$ cat src/rtl/i2c_wb_ctrl.sv
// i2c_wb_ctrl: Wishbone B4 classic slave that fronts an I2C master core.
// Holds the transfer configuration and runs one core transaction per START.
// It also synchronises the core status flags, captures RX data and drives irq_o.
// Optional feature: define I2C_CTRL_TIMEOUT_EN to add a START-to-done watchdog
// and an ABORT state that holds the core disabled until it stops reporting busy.
module i2c_wb_ctrl #(
  parameter logic [23:0] TIMEOUT_CYCLES = 24'd1_000_000
) (
  input  logic        clk,
  input  logic        rst,
  input  logic        wb_cyc_i,
  input  logic        wb_stb_i,
  input  logic        wb_we_i,
  input  logic [4:0]  wb_adr_i,
  input  logic [31:0] wb_dat_i,
  input  logic [3:0]  wb_sel_i,
  output logic [31:0] wb_dat_o,
  output logic        wb_ack_o,
  output logic        irq_o,
  output logic        core_en,
  output logic        core_mode,
  output logic        core_start,
  output logic        core_stop,
  output logic        core_rw,
  output logic [7:0]  core_tx,
  output logic [7:0]  core_slave_addr,
  output logic [7:0]  core_reg_addr,
  output logic [15:0] core_clk_div,
  input  logic [7:0]  core_rx,
  input  logic        core_busy,
  input  logic        core_done,
  input  logic        core_nack
);

  localparam logic [2:0] S_IDLE  = 3'd0;
  localparam logic [2:0] S_REQ   = 3'd1;
  localparam logic [2:0] S_RUN   = 3'd2;
  localparam logic [2:0] S_CAPT  = 3'd3;
  localparam logic [2:0] S_ABORT = 3'd4;

  logic [2:0]  state_q, state_d;
  logic        en_q, en_d, rw_q, rw_d, irq_en_q, irq_en_d;
  logic [15:0] clkdiv_q, clkdiv_d;
  logic [7:0]  slave_q, slave_d, regad_q, regad_d, tx_q, tx_d, rx_q, rx_d;
  logic        done_st_q, done_st_d, nack_st_q, nack_st_d, ovr_q, ovr_d;
  logic        irq_q, irq_d, ack_q, ack_d;
  logic [31:0] dat_q, dat_d;
  logic        busy_m_q, busy_s_q, done_m_q, done_s_q, done_prev_q, nack_m_q, nack_s_q;
  logic        bus_req, wr, start_wr, done_rise, timeout_bit;
  logic [2:0]  reg_sel;
  logic [31:0] rdata;
  logic        unused_bits;

`ifdef I2C_CTRL_TIMEOUT_EN
  logic [23:0] cnt_q, cnt_d;
  logic        to_st_q, to_st_d;
  logic        to_hit;
  assign to_hit      = (cnt_q == TIMEOUT_CYCLES - 24'd1);
  assign timeout_bit = to_st_q;
  assign unused_bits = ^{wb_adr_i[1:0], wb_sel_i[3:2], wb_dat_i[31:16]};
`else
  assign timeout_bit = 1'b0;
  assign unused_bits = ^{wb_adr_i[1:0], wb_sel_i[3:2], wb_dat_i[31:16], TIMEOUT_CYCLES};
`endif

  assign reg_sel   = wb_adr_i[4:2];
  assign bus_req   = wb_cyc_i & wb_stb_i & ~ack_q;
  assign wr        = bus_req & wb_we_i;
  assign start_wr  = wr && (reg_sel == 3'd0) && wb_sel_i[1] && wb_dat_i[8];
  assign done_rise = done_s_q & ~done_prev_q;

  // Read mux: unused bits and the START pulse bit always read back as zero
  always_comb begin
    rdata = 32'h0;
    case (reg_sel)
      3'd0: rdata = {29'h0, irq_en_q, rw_q, en_q};
      3'd1: rdata = {27'h0, ovr_q, timeout_bit, nack_st_q, done_st_q, busy_s_q};
      3'd2: rdata = {16'h0, clkdiv_q};
      3'd3: rdata = {24'h0, slave_q};
      3'd4: rdata = {24'h0, regad_q};
      3'd5: rdata = {24'h0, tx_q};
      3'd6: rdata = {24'h0, rx_q};
      default: rdata = 32'h0;
    endcase
  end

  // Next-state logic: bus writes, W1C status, then FSM (status sets after clears so sets win)
  always_comb begin
    state_d   = state_q;
    en_d      = en_q;
    rw_d      = rw_q;
    irq_en_d  = irq_en_q;
    clkdiv_d  = clkdiv_q;
    slave_d   = slave_q;
    regad_d   = regad_q;
    tx_d      = tx_q;
    rx_d      = rx_q;
    done_st_d = done_st_q;
    nack_st_d = nack_st_q;
    ovr_d     = ovr_q;
`ifdef I2C_CTRL_TIMEOUT_EN
    to_st_d   = to_st_q;
    cnt_d     = cnt_q;
    if (state_q == S_REQ || state_q == S_RUN) cnt_d = cnt_q + 24'd1;
`endif
    ack_d = bus_req;
    dat_d = (bus_req && !wb_we_i) ? rdata : 32'h0;
    irq_d = irq_en_q & (done_st_q | nack_st_q | timeout_bit);

    if (wr) begin
      case (reg_sel)
        3'd0: if (wb_sel_i[0]) begin
          en_d     = wb_dat_i[0];
          rw_d     = wb_dat_i[1];
          irq_en_d = wb_dat_i[2];
        end
        3'd1: if (wb_sel_i[0]) begin
          if (wb_dat_i[1]) done_st_d = 1'b0;
          if (wb_dat_i[2]) nack_st_d = 1'b0;
`ifdef I2C_CTRL_TIMEOUT_EN
          if (wb_dat_i[3]) to_st_d = 1'b0;
`endif
          if (wb_dat_i[4]) ovr_d = 1'b0;
        end
        3'd2: begin
          if (wb_sel_i[0]) clkdiv_d[7:0]  = wb_dat_i[7:0];
          if (wb_sel_i[1]) clkdiv_d[15:8] = wb_dat_i[15:8];
        end
        3'd3: if (wb_sel_i[0]) slave_d = wb_dat_i[7:0];
        3'd4: if (wb_sel_i[0]) regad_d = wb_dat_i[7:0];
        3'd5: if (wb_sel_i[0]) tx_d = wb_dat_i[7:0];
        default: ;
      endcase
    end

    if (start_wr && state_q != S_IDLE) ovr_d = 1'b1;

    case (state_q)
      S_IDLE: if (start_wr) begin
        if (en_d) begin
          state_d = S_REQ;
`ifdef I2C_CTRL_TIMEOUT_EN
          cnt_d = 24'd0;
`endif
        end else begin
          ovr_d = 1'b1;
        end
      end
      S_REQ: begin
        if (!en_q) state_d = S_IDLE;
        else if (busy_s_q) state_d = S_RUN;
`ifdef I2C_CTRL_TIMEOUT_EN
        if (en_q && to_hit) begin
          to_st_d = 1'b1;
          state_d = S_ABORT;
        end
`endif
      end
      S_RUN: begin
        if (!en_q) state_d = S_IDLE;
        else if (done_rise) state_d = S_CAPT;
`ifdef I2C_CTRL_TIMEOUT_EN
        if (en_q && !done_rise && to_hit) begin
          to_st_d = 1'b1;
          state_d = S_ABORT;
        end
`endif
      end
      S_CAPT: begin
        if (rw_q) rx_d = core_rx;
        done_st_d = 1'b1;
        nack_st_d = nack_s_q;
        state_d   = S_IDLE;
      end
`ifdef I2C_CTRL_TIMEOUT_EN
      S_ABORT: if (!en_q || !busy_s_q) state_d = S_IDLE;
`endif
      default: state_d = S_IDLE;
    endcase
  end

  // State registers and 2-FF synchronisers for the core flags
  always_ff @(posedge clk or posedge rst) begin
    if (rst) begin
      state_q <= S_IDLE;
      en_q <= 1'b0; rw_q <= 1'b0; irq_en_q <= 1'b0;
      clkdiv_q <= 16'h0; slave_q <= 8'h0; regad_q <= 8'h0; tx_q <= 8'h0; rx_q <= 8'h0;
      done_st_q <= 1'b0; nack_st_q <= 1'b0; ovr_q <= 1'b0;
      irq_q <= 1'b0; ack_q <= 1'b0; dat_q <= 32'h0;
      busy_m_q <= 1'b0; busy_s_q <= 1'b0; done_m_q <= 1'b0; done_s_q <= 1'b0;
      done_prev_q <= 1'b0; nack_m_q <= 1'b0; nack_s_q <= 1'b0;
`ifdef I2C_CTRL_TIMEOUT_EN
      cnt_q <= 24'h0; to_st_q <= 1'b0;
`endif
    end else begin
      state_q <= state_d;
      en_q <= en_d; rw_q <= rw_d; irq_en_q <= irq_en_d;
      clkdiv_q <= clkdiv_d; slave_q <= slave_d; regad_q <= regad_d; tx_q <= tx_d; rx_q <= rx_d;
      done_st_q <= done_st_d; nack_st_q <= nack_st_d; ovr_q <= ovr_d;
      irq_q <= irq_d; ack_q <= ack_d; dat_q <= dat_d;
      busy_m_q <= core_busy; busy_s_q <= busy_m_q;
      done_m_q <= core_done; done_s_q <= done_m_q; done_prev_q <= done_s_q;
      nack_m_q <= core_nack; nack_s_q <= nack_m_q;
`ifdef I2C_CTRL_TIMEOUT_EN
      cnt_q <= cnt_d; to_st_q <= to_st_d;
`endif
    end
  end

  // Core-facing outputs; EN is also masked at once so clearing it drops start/enable immediately
  assign core_en         = en_q & (state_q != S_ABORT);
  assign core_start      = en_q & (state_q == S_REQ);
  assign core_mode       = 1'b1;
  assign core_stop       = 1'b0;
  assign core_rw         = rw_q;
  assign core_tx         = tx_q;
  assign core_slave_addr = slave_q;
  assign core_reg_addr   = regad_q;
  assign core_clk_div    = clkdiv_q;
  assign wb_dat_o        = dat_q;
  assign wb_ack_o        = ack_q;
  assign irq_o           = irq_q;

endmodule

$ cat config.mk
export PLATFORM = sky130hd
export DESIGN_NAME = i2c_wb_ctrl
export DESIGN_NICKNAME = d
export VERILOG_FILES = /design/src/rtl/i2c_wb_ctrl.sv
export SDC_FILE = /design/constraint.sdc
export NUM_CORES = 1
export LEC_CHECK = 0
export BUFFER_PORTS_ARGS = -buffer_cell sky130_fd_sc_hd__buf_2
export CELL_PAD_IN_SITES_DETAIL_PLACEMENT = 1
export CELL_PAD_IN_SITES_GLOBAL_PLACEMENT = 1
export CORE_AREA = 10 10 130 132
export DETAILED_ROUTE_END_ITERATION = 12
export DIE_AREA = 0 0 140 142
export PLACE_DENSITY = 0.67
export REMOVE_ABC_BUFFERS = 1
export SYNTH_ARGS = -nofsm -noshare
export SYNTH_HDL_FRONTEND = slang
export SYNTH_SLANG_ARGS = --single-unit
$ cat constraint.sdc
create_clock -name clk -period 5.25 [get_ports clk]
set_input_delay 1.05 -clock clk [delete_from_list [all_inputs] [get_ports clk]]
set_output_delay 1.05 -clock clk [all_outputs]
set_load 0.05 [all_outputs]
==> results by group, run 1 <==
STA
  • Upper clock frequency limit: 353.5 MHz
  • Final-layout setup total negative slack: 0 ns
  • Worst max-slew margin expressed relative to the limit: between 20 and 30%
  • Fraction of the cycle the final worst path needs: 53.88%
  • Minimum clock period: approximately 2.8 ns
  • Number of setup violations in the final report: 0
  • Worst clock skew: between 0.007 and 0.008 ns
  • Pin slew with the least headroom to its limit: 1.075 ns
  • RSZ-0062 raised after global routing: false
  • Max-slew violation count: 0
  • Hold Violations, Final: 0

Cells and area
  • Post-layout utilization of the core: between 30% and 40%
  • FF+latch area: a little over 2000 µm²
  • Number of nets in the finished design: approximately 410
  • Fill cells: between 1500 and 2000
  • Multi-input combinational cell area: 1350 µm²
  • Final std cells w/o fill: between 500 and 600
  • Layout cell share with drive strength beyond 1: approximately half
  • Post-synthesis to final-layout area growth: 24.99%
  • Post-route design area: 4399 µm²
  • Total inserted antenna cells: 0

Logic synthesis
  • Area share of the largest cell type after synthesis: between 50% and 60%
  • Most numerous cell types in the synthesized netlist: sky130_fd_sc_hd__dfrtp_1, sky130_fd_sc_hd__mux2_2, sky130_fd_sc_hd__buf_4
  • Cell type with the largest total area after synthesis: sky130_fd_sc_hd__dfrtp_1
  • Fraction of registers with async set/reset: 100.0%
  • Number of warnings issued by yosys: 0
  • Most common cell in the netlist: sky130_fd_sc_hd__dfrtp_1
  • Number of synthesized flops with an enable pin: 0
  • Average footprint of a synthesized cell: between 10 and 15 µm²
  • Cells taking the most area after synthesis: sky130_fd_sc_hd__dfrtp_1, sky130_fd_sc_hd__mux2_2, sky130_fd_sc_hd__buf_4
  • Post-synthesis sequential area ratio: between 50 and 60%
  • Top flip-flop cell by instance count after synthesis: sky130_fd_sc_hd__dfrtp_1
  • Post-synthesis cell count: 262
  • Count of different cell masters after synthesis: 37
  • Post-synthesis instance area: about 3500 µm²
  • Number of synthesized register bits: 81

Critical path
  • Cells traversed along the worst timing path: buf_2, nor2b_1, nand4_1, mux2_2
  • Endpoint class of the critical path: flop
  • Crit path launch: wb_adr_i[3]
  • Required time of the critical path: approximately 5.5 ns
  • Worst reg-to-reg setup slack: about 3.0 ns
  • R2r worst-path depth: 4
  • Setup CP Type: input pin to flop
  • Critical path's top delay family: simple AND/OR/NAND/NOR gates
  • Cell depth of the worst setup path: 4
  • Arrival time at the worst endpoint: about 3.1 ns
  • Capture instance of the worst register-to-register path: core_tx[7]
  • Timing endpoint of the critical path: core_slave_addr[5]
  • Startpoint of the worst register-to-register path: wb_ack_o
  • Kind of start point of the critical path: input pin
  • Stage delay of the slowest cell on the critical path: between 0.5 and 0.6 ns
  • Biggest fanout along the worst timing path: 19
  • Slowest-stage cell, CP: sky130_fd_sc_hd__nor2b_1
  • Number of buffer and inverter instances along the worst setup path: 1

Clocking
  • Total of hold buffers inserted after clock tree synthesis: 0
  • Clock transition time at the flip-flop clock pins of the worst setup and hold paths: approximately 0.060 ns
  • Number of clock buffers inserted by TritonCTS: 9
  • Htree depth: 3
  • CTS tree: built
  • Worst-skew pair later-pin latency: between 0.3 and 0.4 ns
  • Cell at the root of the clock tree: sky130_fd_sc_hd__clkbuf_16
  • CTS Sinks: 81
  • Setup bufs post-CTS: 0
  • Post-cts resize count: 0
  • Maximum buffer depth of the clock tree: 2

Place
  • Instance area at placement: just over 4000 µm²
  • Count of placed standard cells including taps: 530
  • IO Port Bufs: between 90 and 100
  • GP Congestion: 0.7699
  • DP Wirelength: ~7800 µm

Power and ir drop
  • Largest voltage drop on the vdd net: between 0.1 and 0.15 mV
  • Leak pwr: ~2.3 nW
  • Pwr Density: between 300 and 400 nW/µm²

Outcome
  • Run status: finished, final reports clean

Floorplanning
  • Total die area: around 20000 µm²
  • Core region area: around 14000 µm²
  • Die Span X: approximately 140 µm
  • Number of rows in the core area: 44
  • Starting density of the core: between 20 and 25%
  • Die Y: 142 µm
  • Boundary pin count: approximately 140

Worst hold path
  • Hold Path Class: flop to flop
  • Worst min-delay path startpoint: done_m_q

Routing
  • Starting DRT DRC Count: 99
  • Residual DRC: 0
  • Routed WL: 10550 µm
  • Number of vias after detailed routing: around 2400
  • DRT antenna net count: 0
  • Detailed-route vias per instance: between 4 and 5
  • Per-cell routed wire length: between 15 and 20 µm
  • Initial DRT Pass Iterations: 4

Global route
  • Number of global-route vias before repair: 2628
  • Total gr overflow: 0
  • Largest net degree at the start of global routing: between 50 and 60
  • First-pass GRT wire length: about 16000 µm
  • Initial antenna violation count: 1
  • Global-route total usage across every layer: between 10% and 20%

Run
  • Count of max-cap constraint violations: 0
-- worst reg2reg max path: stages (launching register included) --
cell and delay (ns):
sky130_fd_sc_hd__dfrtp_1 0.39, sky130_fd_sc_hd__and4b_1 0.45, sky130_fd_sc_hd__nand2_4 0.10, sky130_fd_sc_hd__nor3_2 0.73
sky130_fd_sc_hd__mux2_2 0.41
-- power breakdown --
| group | switching [mW] | internal [mW] | total (mW) | leakage [nW] |
|---|---|---|---|---|
| logic | 0.261 | 0.0911 | 0.352 | 1.05 |
| clock network | 0.270 | 0.329 | 0.599 | 0.141 |
| registers | 0.0346 | 0.674 | 0.709 | 1.07 |
| total | 0.565 | 1.09 | 1.66 | 2.26 |
-- metal layers --
metal | wire length (µm) | global-route usage, %
met1 | 4188 | 11.84
met2 | 5505 | 18.09
met3 | 727 | 4.306
met4 | 110 | 3.043
met5 | 13 | 0
-- worst min path at each step --
stage / endpoint / slack [ns] / depth (start not counted)
6_report: done_s_q / 0.35 / 0
5_1_grt: done_s_q / 0.35 / 0
4_1_cts: done_s_q / 0.35 / 0
3_5_place_dp: done_s_q / 0.34 / 0
3_3_place_gp: done_s_q / 0.33 / 0
2_1_floorplan: busy_s_q / 0.33 / 0
-- layout by cell type (no fill, tap or decap), drive strengths merged, types with 4 or more instances in the layout --
| cell | count |
|---|---|
| a21oi | 4 |
| a221oi | 9 |
| and2 | 9 |
| buf | 98 |
| clkbuf | 9 |
| clkinv | 4 |
| conb | 18 |
| dfrtp | 81 |
| inv | 6 |
| mux2 | 58 |
| mux2i | 6 |
| nand2 | 13 |
| nand3 | 4 |
| nor2 | 6 |
| nor3 | 6 |
-- per-stage QoR --
stage | hold slack (ns) | power [mW] | setup slack, ns
final | 0.3500 | 1.660 | 2.421
after global routing | 0.3526 | 1.741 | 2.231
after CTS | 0.3528 | 1.691 | 2.328
after detailed placement | 0.3387 | 1.077 | 1.972
after global placement | 0.3342 | 1.069 | 2.022
after floorplan | 0.3312 | 0.9682 | 2.120
-- cell families (layout without fill, tap and decap cells) --
family                 Yosys count  in the layout  synth area share [%]
AND/OR/NAND/NOR                 53             53                 8.851
buffers and inverters           33            117                 5.759
AO/OA/AOI/OAI                   27             27                 6.044
flip-flops                      81             81                 57.59
multiplexers                    66             66                 21.54
other                            2             18                0.2134
-- sequential cells by signal, indices dropped and copies added, names as in the netlist, 2 cells and up --
register	count
rx_q	8
core_tx	8
state_q	2
core_reg_addr	8
core_slave_addr	8
core_clk_div	16
wb_dat_o	16
-- final cells by class --
| class | count | share of cell area [%] |
|---|---|---|
| multi-input combinational | 164 | 30.69 |
| tap | 184 | 5.233 |
| clock inverter | 7 | 1.394 |
| timing repair buffer | 98 | 11.21 |
| inverter | 3 | 0.2844 |
| clock buffer | 9 | 5.119 |
| sequential | 81 | 46.07 |
(Power assumes the default switching activity.)
==> run 2: changes to the inputs <==
==> constraint.sdc (replaced) <==
create_clock -name clk -period 2.9 [get_ports clk]
set_input_delay 0.58 -clock clk [delete_from_list [all_inputs] [get_ports clk]]
set_output_delay 0.58 -clock clk [all_outputs]
set_load 0.05 [all_outputs]
==> results by group, run 2 (synthesis gave the netlist of run 1 again) <==
Cells and area
  • Post-layout utilization of the core: 31.40% (+0.66 points)
  • Fill cells: 1581 (-1.7%)
  • Total inserted antenna cells: 0 (unchanged)
  • Post-synthesis to final-layout area growth: 27.69%
  • Layout cell share with drive strength beyond 1: 50.81% (+0.81 points)
  • Most common cell after layout, fill and taps aside: sky130_fd_sc_hd__buf_2
  • Commonest cells after routing, fill and taps aside: sky130_fd_sc_hd__buf_2, sky130_fd_sc_hd__dfrtp_1, sky130_fd_sc_hd__mux2_2
  • Number of nets in the finished design: 422 (+1.9%)

Routing
  • Residual DRC: 0 (unchanged)
  • Starting DRT DRC Count: 152 (+54%)
  • Detailed-route vias per instance: 4.421 (-1.2%)
  • Per-cell routed wire length: 19.43 µm (+0.59%)
  • DRT antenna net count: 0 (unchanged)
  • Initial DRT Pass Iterations: 4 (unchanged)
  • Routed WL: 10760 µm (+2.1%)
  • Number of vias after detailed routing: 2449 (+0.20%)

Run
  • Count of max-cap constraint violations: 0 (unchanged)

Floorplanning
  • Total die area: 19880 µm² (unchanged)
  • Number of rows in the core area: 44 (unchanged)
  • Core region area: 14310 µm² (unchanged)
  • Die Y: 142 µm (unchanged)
  • Die Span X: 140 µm (unchanged)
  • Boundary pin count: 136 (unchanged)
  • Starting density of the core: 24.59% (unchanged)

Global route
  • Met3 track utilization from global routing: 3.304% (-1.0 points)
  • Largest net degree at the start of global routing: 51 (-12%)
  • First-pass GRT wire length: 16530 µm (+1.7%)
  • GRT met1 Usage: 12.00% (+0.16 points)
  • Top Usage Layer GRT: met2
  • GR Util met2: 18.61% (+0.52 points)
  • Global-route total usage across every layer: 10.76% (+0.21 points)
  • Initial antenna violation count: 0 (-1)
  • Total gr overflow: 0 (unchanged)
  • Number of global-route vias before repair: 2739 (+4.2%)

Critical path
  • Slowest-stage cell, CP: sky130_fd_sc_hd__dfrtp_1
  • R2r worst-path depth: 5 (+1)
  • Stage delay of the slowest cell on the critical path: 0.59 ns (about the same)
  • Arrival time at the worst endpoint: 1.37 ns (-1.68 ns)
  • Startpoint of the worst register-to-register path: wb_ack_o
  • Setup CP Type: flop to primary output
  • Required time of the critical path: 2.32 ns (-3.15 ns)
  • Biggest fanout along the worst timing path: 12 (-7)
  • Endpoint class of the critical path: primary output
  • Kind of start point of the critical path: flop
  • Crit path launch: state_q[0]
  • Cells traversed along the worst timing path: nand2_1, nor2_1, buf_2

STA
  • RSZ-0062 raised after global routing: false
  • Worst clock skew: 0.01095 ns (+0.003362 ns)
  • Final-layout setup total negative slack: 0 ns (unchanged)
  • Minimum clock period: 1.953 ns
  • Max-slew violation count: 0 (unchanged)
  • Fraction of the cycle the final worst path needs: 67.33%
  • Hold Violations, Final: 0 (unchanged)
  • Upper clock frequency limit: 512.1 MHz
  • Worst max-slew margin expressed relative to the limit: 25.73% (-1.9 points)
  • Pin slew with the least headroom to its limit: 1.104 ns (+0.02850 ns)
  • Final-layout worst hold slack: 0.3477 ns (-0.002354 ns)
  • Number of setup violations in the final report: 0 (unchanged)

Power and ir drop
  • Post-layout power: 3.158 mW (+90%)
  • Leak pwr: 2.315 nW (+2.6%)
  • Largest voltage drop on the vdd net: 0.2428 mV (+95%)
  • Pwr Density: 702.7 nW/µm² (+86%)

Place
  • DP Wirelength: 8172 µm (+4.7%)
  • GP Congestion: 0.7524 (-2.3%)
  • IO Port Bufs: 97 (unchanged)

Clocking
  • CTS tree: built
  • Number of clock buffers inserted by TritonCTS: 9 (unchanged)
  • Clock transition time at the flip-flop clock pins of the worst setup and hold paths: 0.06 ns (about the same)
  • CTS Sinks: 81 (unchanged)
  • Htree depth: 3 (unchanged)
  • Worst-skew pair later-pin latency: 0.34 ns (about the same)
  • Total of hold buffers inserted after clock tree synthesis: 0 (unchanged)
  • Cell at the root of the clock tree: sky130_fd_sc_hd__clkbuf_16
  • Setup bufs post-CTS: 0 (unchanged)
  • Post-cts resize count: 0 (unchanged)
  • Maximum buffer depth of the clock tree: 2 (unchanged)

Outcome
  • Run status: finished, final reports clean

Worst hold path
  • Worst min-delay path startpoint: done_m_q
  • Hold Path Class: flop to flop
  • Cell depth of the worst min-delay path: 0 (unchanged)
[run 2: cell types whose count changed in the layout (fill, tap and decap cells not counted)]
cell                        before  now
sky130_fd_sc_hd__buf_4           1    9
sky130_fd_sc_hd__clkinv_4        3    1
sky130_fd_sc_hd__clkbuf_8        0    1
sky130_fd_sc_hd__bufinv_16       0    2
sky130_fd_sc_hd__clkinv_2        1    3
sky130_fd_sc_hd__clkbuf_1        0    1
sky130_fd_sc_hd__inv_6           4    0
[run 2: power by group]
group          total, mW  switching, mW  internal (mW)  leakage [nW]
sequential          1.29         0.0653           1.22          1.07
clock               1.23          0.449          0.776         0.159
combinational      0.646          0.476          0.170          1.09
total               3.16          0.991           2.17          2.31
[run 2: final timing paths]
path	to	slack, ns
worst max-delay path	core_start	0.95
worst min-delay path	done_s_q	0.35
worst max register to register	core_reg_addr[7]	0.95
worst min register to register	done_s_q	0.35
max in group asynchronous	core_slave_addr[3]	1.72
min in group asynchronous	core_clk_div[11]	0.40
[run 2: worst max-delay path: cells and delay by family (launching register included)]
| family | cells | cell delay (ns) |
|---|---|---|
| AND/OR/NAND/NOR | 2 | 0.18 |
| flip-flops | 1 | 0.59 |
| buffers and inverters | 1 | 0.27 |
[run 2: layout make-up]
cell class                      count  area [µm²]  share of cell area, %
Tap cell                          184       230.2                  5.122
Timing Repair Buffer              106       553.0                  12.31
Clock buffer                       11       242.7                  5.401
Inverter                            3       12.51                 0.2784
Clock inverter                      5       78.83                  1.754
Multi-Input combinational cell    164        1350                  30.04
Sequential cell                    81        2027                  45.10
[run 2: through the flow]
step                      setup WS (ns)  area, µm²  std cells
final                            0.9474       4494        554
after detailed placement         0.5578       4173        538
after global routing             0.7215       4494        554
after global placement           0.6068       4173        538
after CTS                        0.9149       4494        554
after floorplan                  0.2399       3388        248
[run 2: metal layers]
layer	part of all wire (%)	up-vias	wire length, µm
li1	-	1110	-
met3	5.4	17	583
met5	0	-	0
met1	41	1259	4390
met2	52	63	5571
met4	2.0	0	218
